## config.mk

```make
export PLATFORM = sky130hd
export DESIGN_NAME = sr_latch_driver
export DESIGN_NICKNAME = d
export VERILOG_FILES = /design/src/rtl/sr_drv_pkg.sv /design/src/rtl/sr_latch_driver_model.sv /design/src/rtl/sr_latch_driver.sv
export SDC_FILE = /design/constraint.sdc
export NUM_CORES = 1
export LEC_CHECK = 0
export ABC_AREA = 1
export BUFFER_PORTS_ARGS = -buffer_cell sky130_fd_sc_hd__buf_2
export CORE_UTILIZATION = 34
export CTS_CLUSTER_DIAMETER = 60
export CTS_CLUSTER_SIZE = 8
export DETAILED_ROUTE_END_ITERATION = 12
export MAX_ROUTING_LAYER = met4
export PLACE_DENSITY = 0.51
export SETUP_SLACK_MARGIN = 0.1
export SLEW_MARGIN = 20
export SYNTH_ARGS = -nofsm -noshare
export SYNTH_HDL_FRONTEND = slang
export SYNTH_SLANG_ARGS = --single-unit
```

## constraint.sdc

```tcl
create_clock -name clk -period 3.2 [get_ports clk]
set_input_delay 0.16 -clock clk [delete_from_list [all_inputs] [get_ports clk]]
set_output_delay 0.16 -clock clk [all_outputs]
set_load 0.01 [all_outputs]
```

## src/rtl/sr_drv_pkg.sv

```systemverilog
// Shared types for the SR latch driver: command encoding and controller states.
package sr_drv_pkg;

    typedef enum logic [1:0] {
        CMD_HOLD   = 2'b00,
        CMD_RESET  = 2'b01,
        CMD_SET    = 2'b10,
        CMD_FORBID = 2'b11
    } sr_cmd_t;

    typedef enum logic [1:0] {
        ST_IDLE  = 2'b00,
        ST_DRIVE = 2'b01,
        ST_RESP  = 2'b10
    } sr_drv_state_t;

    // Command bits map directly onto the latch inputs: {s, r}.
    function automatic logic [1:0] cmd_to_sr(input sr_cmd_t c);
        return logic'(c[1]) ? {1'b1, c[0]} : {1'b0, c[0]};
    endfunction

endpackage

```

## src/rtl/sr_latch_driver_model.sv

```systemverilog
// Expected-state model of the driven latch: judges a sampled q/qb pair against the
// command that produced it and tracks whether the stored latch value is known.
module sr_expect_model
    import sr_drv_pkg::*;
(
    input  logic    clk,
    input  logic    rst,
    input  logic    update,
    input  sr_cmd_t cmd,
    input  logic    q,
    input  logic    qb,
    output logic    err
);

    logic exp_q;
    logic exp_known;

    always_comb begin
        err = 1'b0;
        case (cmd)
            CMD_SET:    err = !(q && !qb);
            CMD_RESET:  err = !(!q && qb);
            CMD_HOLD:   err = exp_known ? !((q == exp_q) && (qb == !exp_q)) : (q == qb);
            CMD_FORBID: err = !(!q && !qb);
            default:    err = 1'b0;
        endcase
    end

    // After FORBID the latch resolves unpredictably, so only complementarity can be checked.
    always_ff @(posedge clk) begin
        if (rst) begin
            exp_q     <= 1'b0;
            exp_known <= 1'b0;
        end else if (update) begin
            case (cmd)
                CMD_SET: begin
                    exp_q     <= 1'b1;
                    exp_known <= 1'b1;
                end
                CMD_RESET: begin
                    exp_q     <= 1'b0;
                    exp_known <= 1'b1;
                end
                CMD_FORBID: exp_known <= 1'b0;
                default: ;
            endcase
        end
    end

endmodule

```

## src/rtl/sr_latch_driver.sv

```systemverilog
// Clocked driver for a gated SR latch: applies one command for HOLD_CYCLES clocks,
// samples q/qb at the end of the hold and reports the pair with a model-checked error flag.
module sr_latch_driver
    import sr_drv_pkg::*;
#(
    parameter int unsigned HOLD_CYCLES = 5,
    localparam int unsigned CNT_W = $clog2(HOLD_CYCLES + 1)
) (
    input  logic       clk,
    input  logic       rst,
    input  logic       cmd_valid,
    input  logic [1:0] cmd,
    output logic       cmd_ready,
    output logic       s_out,
    output logic       r_out,
    output logic       en_out,
    input  logic       q_in,
    input  logic       qb_in,
    output logic       resp_valid,
    output logic       resp_q,
    output logic       resp_qb,
    output logic       resp_err,
    output logic       busy
);

    if (HOLD_CYCLES < 2) begin : g_bad_hold
        $error("sr_latch_driver: HOLD_CYCLES must be >= 2");
    end

    sr_drv_state_t    state_q, state_d;
    logic [CNT_W-1:0] cnt_q;
    sr_cmd_t          cmd_q;
    logic             accept;
    logic             last_drive;
    logic             model_err;

    assign accept     = cmd_valid && cmd_ready;
    assign last_drive = (state_q == ST_DRIVE) && (cnt_q == CNT_W'(HOLD_CYCLES - 1));

    always_ff @(posedge clk) begin
        if (rst) state_q <= ST_IDLE;
        else     state_q <= state_d;
    end

    always_comb begin
        state_d = state_q;
        case (state_q)
            ST_IDLE:  if (cmd_valid) state_d = ST_DRIVE;
            ST_DRIVE: if (last_drive) state_d = ST_RESP;
            ST_RESP:  state_d = ST_IDLE;
            default:  state_d = ST_IDLE;
        endcase
    end

    always_comb begin
        cmd_ready = (state_q == ST_IDLE);
        busy      = (state_q == ST_DRIVE) || (state_q == ST_RESP);
    end

    // Latch inputs and response fields are registered so the latch sees clean, glitch-free drive.
    always_ff @(posedge clk) begin
        if (rst) begin
            cnt_q      <= '0;
            cmd_q      <= CMD_HOLD;
            s_out      <= 1'b0;
            r_out      <= 1'b0;
            en_out     <= 1'b0;
            resp_valid <= 1'b0;
            resp_q     <= 1'b0;
            resp_qb    <= 1'b0;
            resp_err   <= 1'b0;
        end else begin
            resp_valid <= 1'b0;
            if (accept) begin
                cmd_q            <= sr_cmd_t'(cmd);
                {s_out, r_out}   <= cmd_to_sr(sr_cmd_t'(cmd));
                en_out           <= 1'b1;
                cnt_q            <= '0;
            end else if (last_drive) begin
                s_out      <= 1'b0;
                r_out      <= 1'b0;
                en_out     <= 1'b0;
                resp_valid <= 1'b1;
                resp_q     <= q_in;
                resp_qb    <= qb_in;
                resp_err   <= model_err;
            end else if (state_q == ST_DRIVE) begin
                cnt_q <= cnt_q + CNT_W'(1);
            end
        end
    end

    sr_expect_model u_model (
        .clk    (clk),
        .rst    (rst),
        .update (last_drive),
        .cmd    (cmd_q),
        .q      (q_in),
        .qb     (qb_in),
        .err    (model_err)
    );

endmodule

```

==> summary.md <==
| Metric | Value |
|---|---|
| Drt first-iter violations | `15` |
| GRT Overall Usage | `14.0%` |
| Max Transition Viols Final | `0` |
| Row count | `17` |
| CTS Buffer Depth | `2` |
| RSZ-0062 raised after global routing | `false` |
| Initial antenna violation count | `0` |
| CP Capture Type | `register` |
| Achievable clock frequency | `739 MHz` |
| TNS Setup | `0 ns` |
| Hold buffer count at CTS | `0` |
| Combinational Power Share | `34.9%` |
| DR pass1 iterations | `4` |
| Skew final | `0.00195 ns` |
| Clk root buf | `clkbuf_4` |
| Worst Hold Class | `in -> reg` |
| Final ANT Viol Nets | `0` |
| Worst-margin pin slew | `0.251 ns` |
| Final core utilization | `42.8%` |
| Post-synthesis sequential area ratio | `39.6%` |
| Cell Area, Synth | `810 µm²` |
| Area growth from synthesis to layout | `18.1%` |
| Die area | `2580 µm²` |
| Synth Instances | `103` |
| Vert. Die Dim | `50.8 µm` |
| Status | `finished, final reports clean` |
| LEAKAGE | `0.473 nW` |
| Kind of critical path | `reg -> reg` |
| Clock latency on the worst-skew pair | `0.28 ns` |
| Routed len/inst | `9.52 µm` |
| Yosys reg bits | `16` |
| Critical path endpoint | `resp_err` |
| Vias in the first global route | `643` |
| Port Buffers | `15` |
| Placement Cell Area | `920 µm²` |
| Layout net count | `142` |
| Clk pin slew, worst setup/hold paths | `0.09 ns` |
| CTS tree | `done` |
| Reg2reg start | `state_q[0]` |
| GPL Wtd Cong | `0.723` |
| CP arrival | `1.59 ns` |
| Via/cell ratio | `4.29` |
| Die X | `50.8 µm` |
| Clock power frac | `22.7%` |
| First-pass GRT wire length | `2590 µm` |
| Peak supply drop | `0.277 mV` |
| Setup Fix Bufs, Post-CTS | `0` |
| IO Pins | `16` |
| Slew Limit Headroom | `83.2%` |
| Reg2reg setup slack | `1.85 ns` |
| Sw Share | `35.5%` |
| Fin area | `956 µm²` |
| Cell variety after synth | `17` |
| Final Cycle Share | `42.3%` |
| Core area | `2230 µm²` |
| DRC | `0` |
| Via count | `644` |
| Final wirelength | `1430 µm` |
| Detailed placement HPWL | `1160 µm` |
| Num CTS Buffers | `3` |
| Sequential power share | `42.5%` |
| Pwr per Cell Area | `607 nW/µm²` |
| Ant diodes | `0` |
| Starting density of the core | `36.2%` |
| CP Launch Point | `state_q[0]` |
| Layout cells sized above 1 | `18.9%` |
| Startpoint types | `register` |
| Syn_area_per_cell | `7.86 µm²` |
| Final hold vios | `0` |
| Max cap viols | `0` |
| Mapped Nets | `122` |
| H-tree depth | `1` |
| Critical Path Fanout Max | `4` |
| CTS Sinks | `16` |
| # setup viols final | `0` |
| YS warnings | `0` |
| Remaining Overflow, GRT | `0` |
| Minimum clock period | `1.35 ns` |
| Critical path required time | `3.43 ns` |
| Worst flop-to-flop path endpoint | `resp_err` |
| Post-CTS Resized | `0` |
| Net Switching | `0.000206 W` |
| Worst hold path depth | `2` |
| Largest net degree at the start of global routing | `10` |
| R2R cell count | `9` |
| Worst hold slack | `0.0535 ns` |
| Int Power | `0.000374 W` |
==> worst max-delay path, stage by stage, from the launching register on <==
cell and delay (ns):
dfxtp_1 0.36, inv_1 0.08, ha_1 0.22, nand2_1 0.10, inv_1 0.10, nor2_2 0.16, nand2_2 0.09, a21oi_2 0.10
nand2_1 0.06, nand2_1 0.04
==> logic make-up after synthesis <==
group                      Yosys count  synth area share [%]
buffers and inverters               18                  8.35
and+or+nand+nor                     38                  20.4
AOI/OAI and AO/OA                   19                  13.1
DFF                                 16                  39.6
adders and majority gates           12                  18.5
==> synthesized netlist by cell type <==
master / n / area (µm²)
inv_1: 18 / 67.6
o21a_1: 1 / 7.51
a21oi_2: 1 / 8.76
nor2_2: 1 / 6.26
a211oi_1: 1 / 7.51
nand3_2: 1 / 10.0
nor3_1: 1 / 5.00
ha_1: 12 / 150
a21oi_1: 6 / 30.0
dfxtp_1: 16 / 320
nor2_1: 6 / 22.5
a21boi_0: 1 / 7.51
nand3_1: 5 / 25.0
nand2_2: 1 / 6.26
nor3b_1: 1 / 7.51
nand2_1: 22 / 82.6
o21ai_0: 9 / 45.0
==> worst min path at each step <==
| stage | end | slack (ns) | start |
|---|---|---|---|
| 2_1_floorplan | state_q[1] | 0.23 | rst |
| 3_3_place_gp | state_q[1] | 0.36 | rst |
| 3_5_place_dp | state_q[1] | 0.36 | rst |
| 4_1_cts | state_q[1] | 0.04 | rst |
| 5_1_grt | state_q[1] | 0.05 | rst |
| 6_report | state_q[1] | 0.05 | rst |
==> placed cells by master (no fill, tap or decap) <==
cell      count
clkbuf_4      3
dfxtp_1      16
ha_1         12
nor3_1        1
a211oi_1      1
nand2_2       1
a21boi_0      1
a21oi_1       6
buf_2        15
nor2_1        6
inv_1        18
o21a_1        1
nand3_1       5
o21ai_0       9
nor2_2        1
clkbuf_8      1
nand3_2       1
nor3b_1       1
nand2_1      22
a21oi_2       1
==> power by group through the flow <==
stage | clock network [W] | registers [W] | logic, W
after floorplan | 0 | 0.000251 | 0.000147
after global routing | 0.000149 | 0.000251 | 0.000244
after CTS | 0.000140 | 0.000247 | 0.000205
after global placement | 0 | 0.000251 | 0.000205
final | 0.000131 | 0.000246 | 0.000202
after detailed placement | 0 | 0.000251 | 0.000204
==> sequential cells by signal (all words and copies together) (netlist names) <==
| name | cells |
|---|---|
| cmd_q | 2 |
| resp_err | 1 |
| s_out | 1 |
| u_model.exp_q | 1 |
| en_out | 1 |
| u_model.exp_known | 1 |
| state_q | 2 |
| resp_qb | 1 |
| cnt_q | 3 |
| resp_q | 1 |
| r_out | 1 |
| resp_valid | 1 |
==> stage by stage <==
| stage | total power (W) | instances | setup WS [ns] |
|---|---|---|---|
| 2_1_floorplan | 0.000399 | 103 | 1.98 |
| 3_3_place_gp | 0.000456 | 146 | 1.87 |
| 3_5_place_dp | 0.000455 | 146 | 1.85 |
| 4_1_cts | 0.000592 | 150 | 1.83 |
| 5_1_grt | 0.000644 | 150 | 1.69 |
| 6_report | 0.000580 | 150 | 1.85 |
==> layout make-up <==
type / count / area, µm²
Sequential cell: 16 / 320
Inverter: 18 / 67.6
Clock buffer: 4 / 36.3
Fill cell: 239 / 1280
Timing Repair Buffer: 15 / 75.1
Multi-Input combinational cell: 69 / 422
Tap cell: 28 / 35.0
==> routing by layer <==
layer,up-vias,global-route usage [%],wire (µm)
met3,2,5.76,79
met2,13,19.6,586
met5,-,-,0
li1,363,-,-
met4,0,5.56,17
met1,266,17.7,745
Power figures use the tool's default switching activity.
